$ cat src/rtl/led_mode_ctrl.sv
// Push-button LED mode controller: synchronizer, debounce, press/long-press detect,
// OFF/ON/BLINK/CHASE mode FSM and a registered, glitch-free LED pattern generator.
module led_mode_ctrl #(
   parameter int unsigned DEB_CYCLES  = 400000,
   parameter int unsigned TICK_CYCLES = 4000000,
   parameter int unsigned BLINK_TICKS = 5,
   parameter int unsigned LONG_CYCLES = 80000000
) (
   input  logic       clk,
   input  logic       rstb,
   input  logic       btn,
   output logic [3:0] led,
   output logic [1:0] mode
);

   localparam int unsigned DEB_W   = $clog2(DEB_CYCLES + 1);
   localparam int unsigned TICK_W  = $clog2(TICK_CYCLES + 1);
   localparam int unsigned BLINK_W = $clog2(BLINK_TICKS + 1);
   localparam int unsigned LONG_W  = $clog2(LONG_CYCLES + 1);

   typedef enum logic [1:0] {
      ST_OFF   = 2'd0,
      ST_ON    = 2'd1,
      ST_BLINK = 2'd2,
      ST_CHASE = 2'd3
   } state_e;

   logic [2:0]         sync_q;
   logic               btn_stable_q, btn_stable_d;
   logic               stable_dly_q;
   logic [DEB_W-1:0]   deb_cnt_q, deb_cnt_d;
   logic [1:0]         fill_q, fill_d;
   logic               armed_q, armed_d;
   logic [LONG_W-1:0]  long_cnt_q, long_cnt_d;
   logic [TICK_W-1:0]  tick_cnt_q, tick_cnt_d;
   logic [BLINK_W-1:0] blink_cnt_q, blink_cnt_d;
   logic               blink_off_q, blink_off_d;
   logic [1:0]         chase_idx_q, chase_idx_d;
   state_e             state_q, state_d;
   logic [3:0]         led_q, led_d;

   logic press_c;
   logic long_c;
   logic mode_chg_c;
   logic tick_wrap_c;
   logic tick_c;

   // Debounce: adopt the synchronized level only after DEB_CYCLES consecutive differing cycles
   always_comb begin
      deb_cnt_d    = '0;
      btn_stable_d = btn_stable_q;
      if (sync_q[2] != btn_stable_q) begin
         if (deb_cnt_q == DEB_W'(DEB_CYCLES - 1)) begin
            btn_stable_d = sync_q[2];
         end else begin
            deb_cnt_d = deb_cnt_q + DEB_W'(1);
         end
      end
   end

   // Arm presses only once a released button has been seen after reset
   always_comb begin
      fill_d  = (fill_q == 2'd3) ? fill_q : fill_q + 2'd1;
      armed_d = armed_q | ((fill_q == 2'd3) & sync_q[2]);
   end

   assign press_c = armed_q & stable_dly_q & ~btn_stable_q;
   assign long_c  = ~btn_stable_q & (long_cnt_q == LONG_W'(LONG_CYCLES - 1));

   always_comb begin
      long_cnt_d = long_cnt_q;
      if (btn_stable_q) begin
         long_cnt_d = '0;
      end else if (long_cnt_q != LONG_W'(LONG_CYCLES)) begin
         long_cnt_d = long_cnt_q + LONG_W'(1);
      end
   end

   // FSM state register
   always_ff @(posedge clk or negedge rstb) begin
      if (!rstb) begin
         state_q <= ST_OFF;
      end else begin
         state_q <= state_d;
      end
   end

   // FSM next state: long press wins over a coincident press pulse
   always_comb begin
      state_d = state_q;
      if (long_c) begin
         state_d = ST_OFF;
      end else if (press_c) begin
         case (state_q)
            ST_OFF:   state_d = ST_ON;
            ST_ON:    state_d = ST_BLINK;
            ST_BLINK: state_d = ST_CHASE;
            default:  state_d = ST_OFF;
         endcase
      end
   end

   assign mode_chg_c  = (state_d != state_q);
   assign tick_wrap_c = (tick_cnt_q == TICK_W'(TICK_CYCLES - 1));
   assign tick_c      = tick_wrap_c & ~mode_chg_c;

   // Timebase and pattern sub-state, restarted on every mode change
   always_comb begin
      tick_cnt_d  = tick_wrap_c ? '0 : tick_cnt_q + TICK_W'(1);
      blink_cnt_d = blink_cnt_q;
      blink_off_d = blink_off_q;
      chase_idx_d = chase_idx_q;
      if (mode_chg_c) begin
         tick_cnt_d  = '0;
         blink_cnt_d = '0;
         blink_off_d = 1'b0;
         chase_idx_d = 2'd0;
      end else if (tick_c) begin
         if (state_q == ST_BLINK) begin
            if (blink_cnt_q == BLINK_W'(BLINK_TICKS - 1)) begin
               blink_cnt_d = '0;
               blink_off_d = ~blink_off_q;
            end else begin
               blink_cnt_d = blink_cnt_q + BLINK_W'(1);
            end
         end
         if (state_q == ST_CHASE) begin
            chase_idx_d = chase_idx_q + 2'd1;
         end
      end
   end

   // FSM output: LED pattern for the upcoming state, registered alongside it
   always_comb begin
      led_d = 4'hF;
      case (state_d)
         ST_OFF:   led_d = 4'hF;
         ST_ON:    led_d = 4'h0;
         ST_BLINK: led_d = blink_off_d ? 4'hF : 4'h0;
         default:  led_d = ~(4'b0001 << chase_idx_d);
      endcase
   end

   always_ff @(posedge clk or negedge rstb) begin
      if (!rstb) begin
         sync_q       <= 3'b111;
         btn_stable_q <= 1'b1;
         stable_dly_q <= 1'b1;
         deb_cnt_q    <= '0;
         fill_q       <= 2'd0;
         armed_q      <= 1'b0;
         long_cnt_q   <= '0;
         tick_cnt_q   <= '0;
         blink_cnt_q  <= '0;
         blink_off_q  <= 1'b0;
         chase_idx_q  <= 2'd0;
         led_q        <= 4'hF;
      end else begin
         sync_q       <= {sync_q[1:0], btn};
         btn_stable_q <= btn_stable_d;
         stable_dly_q <= btn_stable_q;
         deb_cnt_q    <= deb_cnt_d;
         fill_q       <= fill_d;
         armed_q      <= armed_d;
         long_cnt_q   <= long_cnt_d;
         tick_cnt_q   <= tick_cnt_d;
         blink_cnt_q  <= blink_cnt_d;
         blink_off_q  <= blink_off_d;
         chase_idx_q  <= chase_idx_d;
         led_q        <= led_d;
      end
   end

   assign led  = led_q;
   assign mode = state_q;

endmodule

$ cat config.mk
export PLATFORM = sky130hd
export DESIGN_NAME = led_mode_ctrl
export DESIGN_NICKNAME = d
export VERILOG_FILES = /design/src/rtl/led_mode_ctrl.sv
export SDC_FILE = /design/constraint.sdc
export NUM_CORES = 1
export LEC_CHECK = 0
export ABC_AREA = 1
export BUFFER_PORTS_ARGS = -buffer_cell sky130_fd_sc_hd__buf_2
export CAP_MARGIN = 20
export CORE_UTILIZATION = 38
export CTS_BUF_LIST = sky130_fd_sc_hd__clkbuf_16
export DETAILED_ROUTE_END_ITERATION = 12
export PLACE_DENSITY = 0.55
export SYNTH_ARGS = -nofsm -noshare
export SYNTH_HDL_FRONTEND = slang
export SYNTH_SLANG_ARGS = --single-unit
$ cat constraint.sdc
create_clock -name clk -period 3.5 [get_ports clk]
set_input_delay 0.35 -clock clk [delete_from_list [all_inputs] [get_ports clk]]
set_output_delay 0.35 -clock clk [all_outputs]
set_load 0.005 [all_outputs]
==> results of run 1 <==
[worst max-delay path: stages (launching register included)]
cell,delay [ns]
dfstp_2,0.71
inv_2,0.21
nand3_2,0.14
nor3_1,0.05
a21oi_1,0.21
nand3_1,0.16
nand2_4,0.14
nand3_4,0.24
nor3b_1,0.25
[final timing paths]
path,slack [ns],startpoint,cells past startpoint,endpoint
max reg2reg,1.27,btn_stable_q,8,tick_cnt_q[16]
max in group asynchronous,2.27,rstb,4,long_cnt_q[12]
min in group asynchronous,0.43,rstb,2,deb_cnt_q[0]
min reg2reg,0.36,sync_q[1],0,sync_q[2]
max,1.27,btn_stable_q,8,tick_cnt_q[16]
min,0.11,btn,1,sync_q[0]
[what timing repair did]
item                                   4_1_cts  5_1_grt
hold buffers                                 0        1
endpoints found under the hold margin        0       16
buffers inserted                             0        0
[power groups by stage]
stage | sequential [W] | combinational (W) | clock [W]
5_1_grt | 0.00103 | 0.0000451 | 0.00101
3_3_place_gp | 0.00105 | 0.0000337 | 0
6_report | 0.00103 | 0.0000372 | 0.000940
2_1_floorplan | 0.00105 | 0.00000891 | 0
4_1_cts | 0.00103 | 0.0000350 | 0.000972
3_5_place_dp | 0.00105 | 0.0000349 | 0
[cell families (layout without fill, tap and decap cells)]
family,count (synthesis),in the layout
AOI/OAI and AO/OA,57,57
xor gates and xnor gates,30,30
adders and majority gates,10,10
buffers and inverters,83,106
DFF,88,88
muxes,1,1
and+or+nand+nor,304,304
[per-stage QoR]
stage               total power (W)  instances  cell area, sq um
finish                      0.00200        764              5330
global route                0.00208        764              5330
CTS                         0.00203        762              5290
detailed placement          0.00108        746              5000
global placement            0.00108        746              5000
floorplan                   0.00105        573              4770
[layer usage]
layer  vias to the layer above  track usage  part of all wire
li1                       1898            -                 -
met1                      1750        0.204              0.48
met2                        39        0.265              0.46
met3                        21       0.0413             0.029
met4                         0       0.0805             0.026
met5                         -            0                 0
[area by class of cell]
type / instances / area, sq um
well taps: 168 / 210
clock buffers: 9 / 225
repair buffers: 11 / 87.6
inverters: 79 / 297
fillers: 1220 / 6780
multi-input cells: 402 / 2230
clock inverters: 7 / 62.6
flip-flops and latches: 88 / 2210
[registers in the layout, indices dropped and copies added (netlist names)]
signal / flops
blink_cnt_q: 3
tick_cnt_q: 22
armed_q: 1
deb_cnt_q: 19
long_cnt_q: 27
blink_off_q: 1
mode: 2
led: 4
btn_stable_q: 1
chase_idx_q: 2
fill_q: 2
sync_q: 3
stable_dly_q: 1
[cell usage in the layout, fill, tap and decap left out, types with 9 or more instances in the layout]
| cell | count |
|---|---|
| nand2_1 | 86 |
| nor2_1 | 84 |
| dfrtp_1 | 79 |
| inv_1 | 76 |
| nand3_1 | 37 |
| a21oi_1 | 25 |
| nor3_1 | 23 |
| o21ai_0 | 23 |
| nand4_1 | 21 |
| xor2_1 | 19 |
| xnor2_1 | 11 |
| ha_1 | 10 |
| nor2_2 | 9 |
| nor4_1 | 9 |
| dfstp_2 | 9 |
| clkbuf_16 | 9 |
==> metrics.md, run 1 <==
| Metric | Value |
|---|---|
| Die ar. | 0.0130 sq mm |
| Internal power | 0.00158 W |
| Synth Flop Type | dfrtp_1 |
| Min Tclk post-route | 2.23 ns |
| Syn Area/Cell | 8.33 sq um |
| Resized cells post-CTS | 0 |
| Worst Hold Class | in2reg |
| Starting density of the core | 0.394 |
| Vias per std cell | 4.85 |
| Logic gate share of total power | 0.019 |
| CP Capture Type | flop |
| Outcome | complete, no violations |
| Critical path arrival | 2.49 ns |
| NetSw | 0.000425 W |
| P per Cell Area | 376 mW/mm^2 |
| Syn Inst Count | 573 |
| Post-synth top area share | 0.414 |
| Wire length per cell | 12.5 um |
| Clock power frac | 0.469 |
| Core area | 0.0121 sq mm |
| Worst Tran Pin Value | 0.565 ns |
| DRT antenna net count | 0 |
| Setup repair after global routing missed its margin | false |
| Critical Path Source Type | flop |
| Total Neg Setup Slack | 0 ns |
| Fin nets | 604 |
| WS Path Type | reg2reg |
| Critical path peak fanout | 19 |
| Vias in the first global route | 3694 |
| Register share of total power | 0.513 |
| Clock slew at reported path FFs | 0.06 ns |
| Clk buf depth | 2 |
| Mapped Area | 0.00477 sq mm |
| Total number of vias | 3708 |
| Synth top cells by count | nand2_1 (86), nor2_1 (84), dfrtp_1 (79) |
| Synth unique cells | 38 |
| First-pass GRT wire length | 16800 um |
| Post-place setup slack | 1.26 ns |
| Util after Layout | 0.440 |
| Simple-gate share of the synthesized area | 0.318 |
| Die H | 114 um |
| Peak VDD IR | 0.171 mV |
| Cts bufs inserted | 9 |
| Largest family of logic cells by synthesized area | simple AND/OR/NAND/NOR gates |
| Starting DRC count in detailed routing | 136 |
| GRT Resource Usage Total | 0.164 |
| Clock root buffer | clkbuf_16 |
| Syn Nets | 586 |
| Worst-skew pair later-pin latency | 0.35 ns |
| Yosys warnings | 0 |
| # rows | 40 |
| Relative slew slack | 0.621 |
| Final hold vios | 0 |
| HPWL after DPL | 7000 um |
| Congestion Overflow GR | 0 |
| Largest area contributor in the netlist | dfrtp_1 |
| Pin count of the biggest net entering global routing | 78 |
| Htree depth | 3 |
| Die W | 114 um |
| Async SR Flop Fraction | 1.00 |
| Sink Count | 88 |
| Setup ws final | 1.27 ns |
| Sequential fraction of the synthesis area | 0.464 |
| Post-synthesis xor/xnor area fraction | 0.0550 |
| DR pass1 iterations | 4 |
| CP required | 3.76 ns |
| Final setup viols | 0 |
| Drc violations | 0 |
| IO Count | 9 |
| PortBufs | 8 |
| Clk_skew | 0.00626 ns |
| Area growth syn-to-layout | 11.6% |
| Part of the cycle the worst path needs | 0.636 |
| #FFs+latches synth | 88 |
| Share of layout cells above drive strength 1 | 0.133 |
| Most frequent cell after synthesis | nand2_1 |
| Mux cell area share after synthesis | 0.00236 |
| Number of synthesized flops with an enable pin | 0 |
| Synth area leaders | dfrtp_1 (41%), nand2_1 (6.8%), nor2_1 (6.6%), inv_1 (6.0%), dfstp_2 (5.0%) |
| Sw frac | 0.212 |
| Diode count | 0 |
| Pins Over Slew Limit | 0 |
| RePlAce Congestion | 0.833 |
| Fmax | 0.449 GHz |
| Reported leakage power | 2.28 nW |
| Post-synthesis compound-gate area fraction | 0.0658 |
| CTS tree | yes |
| Hold WS | 0.114 ns |
| Maxcap violations | 0 |
| Initial antenna violation count | 0 |
| Final wirelength | 9540 um |
| Synth Area in Adders | 0.0262 |
No activity file was read; power rests on OpenSTA's default activity.
==> run 2: changes to the inputs <==
Clock period 3.5 ns to 2.25 ns, I/O delays scaled along.
==> run 2 against run 1 <==
Final cell count is 0.65% higher. Sequential power is 55% higher. Hold slack better by 0.16 ns. Maximum frequency is 9.8% higher. Clock skew is 0.0012 ns higher. Register-to-register slack worse by 1.1 ns. Sequential share of layout area hardly changed. Non-clock buffer count is 6 higher. Flip-flop and latch count stayed put. Critical path type unchanged. Critical endpoint unchanged. Largest power group unchanged.
==> metrics.md, run 2 (same netlist as run 1, synthesis figures left out) <==
| Metric | Value |
|---|---|
| Total Neg Setup Slack | 0 ns |
| Diode count | 0 |
| Reported leakage power | 2.30 nW |
| WS Path Type | reg2reg |
| Area growth syn-to-layout | 11.8% |
| Share of layout cells above drive strength 1 | 0.133 |
| Clk buf depth | 2 |
| Htree depth | 3 |
| Final wirelength | 9550 um |
| Worst path most repeated cell | nand2_2 |
| Post-CTS Setup Bufs | 0 |
| Clock power frac | 0.436 |
| Min Tclk post-route | 2.03 ns |
| IO Count | 9 |
| Sink Count | 88 |
| Sw frac | 0.208 |
| Most frequent cells in the layout | nand2_1 (86), nor2_1 (84), inv_1 (79), dfrtp_1 (79), nand3_1 (37) |
| Worst Hold Class | in2async |
| Worst Tran Pin Value | 0.489 ns |
| CP required | 2.51 ns |
| Core area | 0.0121 sq mm |
| Final setup viols | 0 |
| Critical path arrival | 2.29 ns |
| Internal power | 0.00233 W |
| Starting DRC count in detailed routing | 128 |
| Cts bufs inserted | 9 |
| DR pass1 iterations | 4 |
| Reg with most FFs | long_cnt_q |
| Setup repair after global routing missed its margin | false |
| PortBufs | 8 |
| Critical Path Source Type | flop |
| Congestion Overflow GR | 0 |
| Top delay family on crit path | simple AND/OR/NAND/NOR gates |
| Part of the cycle the worst path needs | 0.902 |
| Max reg flops | 27 |
| CTS tree | yes |
| Critical-path top delay cell | dfrtp_1 |
| Fillers | 1203 |
| Die W | 114 um |
| Vias in the first global route | 3699 |
| First-pass GRT wire length | 16600 um |
| Register share of total power | 0.544 |
| Maxcap violations | 0 |
| CP Capture Type | flop |
| Pin count of the biggest net entering global routing | 47 |
| Drc violations | 0 |
| CP bufs+invs | 0 |
| Fmax | 0.493 GHz |
| HPWL after DPL | 7130 um |
| Clock slew at reported path FFs | 0.06 ns |
| Worst-skew pair later-pin latency | 0.34 ns |
| Relative slew slack | 0.671 |
| Clk_skew | 0.00746 ns |
| GRT Resource Usage Total | 0.162 |
| Final hold vios | 0 |
| Commonest non-fill, non-tap cell in the layout | nand2_1 |
| # rows | 40 |
| Starting density of the core | 0.394 |
| Die H | 114 um |
| Die ar. | 0.0130 sq mm |
| RePlAce Congestion | 0.806 |
| Largest regs | long_cnt_q (27), tick_cnt_q (22), deb_cnt_q (19) |
| NetSw | 0.000612 W |
| Fin nets | 610 |
| Peak VDD IR | 0.272 mV |
| Critical path peak fanout | 13 |
| Wire length per cell | 12.4 um |
| Initial antenna violation count | 0 |
| P per Cell Area | 551 mW/mm^2 |
| Logic gate share of total power | 0.020 |
| Crit path largest cell delay | 0.38 ns |
| Outcome | complete, no violations |
| Vias per std cell | 4.83 |
| DRT antenna net count | 0 |
| CP Cell Sequence | ha_1, nand2_2, nor2_4, nand2_4, nor2_8, nand3_4, nand2_2, nand2_2, nand2_4, nand3_4, nor3b_1 |
| Pins Over Slew Limit | 0 |
| Layout Cells excl Fill | 769 |
| Placed insts | 752 |
| Total number of vias | 3714 |
| Clock root buffer | clkbuf_16 |
run 2: power by group through the flow:
stage	clock, W	sequential, W	combinational (W)
finish	0.00128	0.00160	0.0000593
CTS	0.00133	0.00160	0.0000628
floorplan	0	0.00163	0.0000139
global placement	0	0.00163	0.0000592
detailed placement	0	0.00163	0.0000602
global route	0.00139	0.00160	0.0000714
run 2: layout make-up:
cell class              instances  area (sq um)  area share
clock buffers                   9           225      0.0422
inverters                      79           297      0.0556
repair buffers                 17           128      0.0239
clock inverters                 6          23.8     0.00446
flip-flops and latches         88          2210       0.415
multi-input cells             402          2240       0.420
well taps                     168           210      0.0394
run 2: routing by layer:
layer,global-route usage,share of wire
met1,0.196,0.46
met2,0.280,0.50
met3,0.0254,0.019
met4,0.0823,0.020
met5,0,0
run 2: what timing repair did:
item                                    4_1_cts  5_1_grt
hold buffers                                  2        0
endpoints found under the setup margin        0        1
endpoints found under the hold margin        11        0
gates resized for setup                       0        1
run 2: path summary, 6_finish.rpt:
path | to | cells after the start | slack, ns | from
worst max-delay path | tick_cnt_q[16] | 11 | 0.22 | long_cnt_q[1]
worst min-delay path | deb_cnt_q[0] | 2 | 0.27 | rstb
worst max register to register | tick_cnt_q[16] | 11 | 0.22 | long_cnt_q[1]
worst min register to register | sync_q[1] | 0 | 0.36 | sync_q[0]
max in group asynchronous | led[2] | 3 | 1.30 | rstb
min in group clk | sync_q[1] | 0 | 0.36 | sync_q[0]
run 2: through the flow:
stage	setup WS [ns]	utilization	instance area [sq um]	hold WS (ns)	total power, W
final	0.221	0.440	5340	0.270	0.00294
after global routing	0.0368	0.440	5340	0.293	0.00306
after CTS	0.198	0.440	5330	0.276	0.00299
after detailed placement	0.218	0.418	5060	0.0854	0.00169
after global placement	0.309	0.418	5060	0.0876	0.00169
after floorplan	0.524	-	4770	-0.0706	0.00164
==> run 3: changes to the inputs <==
Settings changed: ABC_AREA 1 to 0, PLACE_DENSITY 0.55 to 0.57.
Clock period 2.25 ns to 1.8 ns, I/O delays scaled along.
==> run 3 against run 2 <==
The flow now finishes with violations (negative setup slack). Hold slack gained 0.068 ns. Count of clock-buffer cells in the layout is the same. Critical path depth shrank 5. Synthesized cell count shrank 23%. Sequential power grew 25%. Design area grew 12%. Largest power group is now the clock network.
==> metrics.md, run 3 <==
| Metric | Value |
|---|---|
| Syn Area/Cell | 9.87 sq um |
| Vias per std cell | 4.95 |
| Pin count of the biggest net entering global routing | 36 |
| Post-DP Area | 0.00524 sq mm |
| Clock power frac | 0.491 |
| IO Count | 9 |
| Htree depth | 3 |
| Starting DRC count in detailed routing | 156 |
| Placed insts | 663 |
| Share of layout cells above drive strength 1 | 0.350 |
| Synth unique cells | 46 |
| Initial antenna violation count | 0 |
| Congestion Overflow GR | 0 |
| Fmax | 0.459 GHz |
| Maxcap violations | 0 |
| Synth Flop Type | dfrtp_1 |
| Post-synth top area share | 0.454 |
| HPWL after DPL | 6220 um |
| Sink Count | 88 |
| Crit Reg-Reg Endpoint | led[2] |
| Die H | 109 um |
| Cts bufs inserted | 9 |
| Critical path peak fanout | 4 |
| Worst R2R Path Depth | 6 |
| Die ar. | 0.0119 sq mm |
| WS Path Type | reg2reg |
| NetSw | 0.000854 W |
| Mapped Area | 0.00435 sq mm |
| Setup ws final | -0.381 ns |
| R2R Path Start | tick_cnt_q[14] |
| Internal power | 0.00324 W |
| Register share of total power | 0.488 |
| Min Tclk post-route | 2.18 ns |
| Drc violations | 0 |
| P per Cell Area | 687 mW/mm^2 |
| Syn Inst Count | 441 |
| GRT Resource Usage Total | 0.169 |
| R2r setup slk | -0.38 ns |
| Worst-skew pair later-pin latency | 0.34 ns |
| PortBufs | 8 |
| Design area | 0.00596 sq mm |
| Die W | 109 um |
| Reported leakage power | 2.63 nW |
| First-pass GRT wire length | 15500 um |
| Critical path arrival | 2.44 ns |
| CP required | 2.06 ns |
| Pins Over Slew Limit | 0 |
| Area growth syn-to-layout | 36.8% |
| Sw frac | 0.209 |
| Max reg flops | 27 |
| Clock slew at reported path FFs | 0.06 ns |
| Fin nets | 559 |
| Total number of vias | 3420 |
| Critical Path Source Type | flop |
| CTS tree | yes |
| Synth top cells by count | nor2_1 (82), dfrtp_1 (79), xor2_1 (41) |
| Largest regs | long_cnt_q (27), tick_cnt_q (22), deb_cnt_q (19) |
| DR pass1 iterations | 4 |
| Outcome | finished with violations |
| Async SR Flop Fraction | 1.00 |
| Yosys warnings | 0 |
| Final setup viols | 33 |
| Tot Pwr | 0.00409 W |
| # rows | 38 |
| Worst Hold Class | in2async |
| Failing checks | negative setup slack |
| Final hold vios | 0 |
| Reg with most FFs | long_cnt_q |
| Diode count | 0 |
| Wire length per cell | 13.5 um |
| Peak VDD IR | 0.409 mV |
| DRT antenna net count | 0 |
| RePlAce Congestion | 0.856 |
| Clock root buffer | clkbuf_16 |
| Logic gate share of total power | 0.021 |
| Largest area contributor in the netlist | dfrtp_1 |
| Syn Nets | 454 |
| CP Capture Type | flop |
| Vias in the first global route | 3381 |
| Starting density of the core | 0.396 |
| Most frequent cell after synthesis | nor2_1 |
| Synth area leaders | dfrtp_1 (45%), xor2_1 (8.2%), nor2_1 (7.1%), dfstp_2 (5.4%), xnor2_1 (4.6%) |
| Setup repair after global routing missed its margin | true |
| Sequential fraction of the synthesis area | 0.508 |
| Most frequent cells in the layout | buf_4 (84), dfrtp_1 (79), nor2_1 (56), xor2_1 (40), nand2_1 (32) |
| Commonest non-fill, non-tap cell in the layout | buf_4 |
| Clk_skew | 0.00461 ns |
| Worst Tran Pin Value | 0.456 ns |
| Final wirelength | 9360 um |
| Relative slew slack | 0.696 |
| Layout Cells excl Fill | 691 |
| #FFs+latches synth | 88 |
| Clk buf depth | 2 |
| Core area | 0.0110 sq mm |
| Part of the cycle the worst path needs | 1.21 |
| Number of synthesized flops with an enable pin | 0 |
## run 3: worst max-delay path by stage
stage / start / depth (start not counted) / end
after global placement: tick_cnt_q[14] / 6 / led[2]
after CTS: tick_cnt_q[15] / 7 / led[2]
after global routing: tick_cnt_q[14] / 7 / led[2]
after floorplan: tick_cnt_q[14] / 6 / led[1]
final: tick_cnt_q[14] / 6 / led[2]
after detailed placement: tick_cnt_q[14] / 6 / led[2]
## run 3: stage by stage
step                      setup slack (ns)  hold slack [ns]  TNS, ns  utilization
final                               -0.381            0.338   -10.05        0.542
after global routing                -0.463            0.367   -12.27        0.542
after CTS                           -0.333            0.350    -7.97        0.517
after detailed placement            -0.337            0.175    -9.35        0.477
after global placement              -0.314            0.168    -7.42        0.477
after floorplan                     -0.165           -0.116    -3.97            -
## run 3: critical path, cell delays in order, from the launching register on
cell     delay [ns]
dfrtp_1        0.39
or4b_4         0.55
nor4_4         0.42
nand3_2        0.17
xor2_2         0.27
nor3b_2        0.21
o22ai_1        0.09
## run 3: timing repair
item | in CTS | in global routing
cloned | 0 | 3
hold buffers | 2 | 0
pin swaps | 17 | 27
setup endpoints to repair | 35 | 67
resized for setup | 13 | 55
hold endpoints to repair | 28 | 0
setup buffers | 6 | 1
## run 3: cell type report
| type | instances | area (sq um) |
|---|---|---|
| inverter | 12 | 45.0 |
| tap | 140 | 175 |
| sequential | 88 | 2210 |
| fill | 958 | 5030 |
| multi-input combinational | 330 | 2330 |
| timing repair buffer | 105 | 875 |
| clock inverter | 7 | 93.8 |
| clock buffer | 9 | 225 |
## run 3: cell families after synthesis
kind of cell,Yosys count,share of synthesized area
and+or+nand+nor,224,0.262
AOI/OAI and AO/OA,28,0.0391
DFF,88,0.508
buffers and inverters,23,0.0230
xor gates and xnor gates,64,0.129
adders and majority gates,10,0.0287
muxes,4,0.00977
## run 3: power by group through the flow
stage	sequential (W)	combinational [W]	clock [W]
2_1_floorplan	0.00203	0.0000174	0
3_3_place_gp	0.00203	0.0000863	0
3_5_place_dp	0.00203	0.0000870	0
4_1_cts	0.00200	0.0000906	0.00206
5_1_grt	0.00199	0.000102	0.00214
6_report	0.00200	0.0000863	0.00201
## run 3: metal layers
layer / GRT usage / share of wire / vias to the layer above
met5: 0 / 0 / -
li1: - / - / 1723
met4: 0.0792 / 0.017 / 0
met1: 0.228 / 0.49 / 1661
met3: 0.0233 / 0.018 / 11
met2: 0.268 / 0.47 / 25
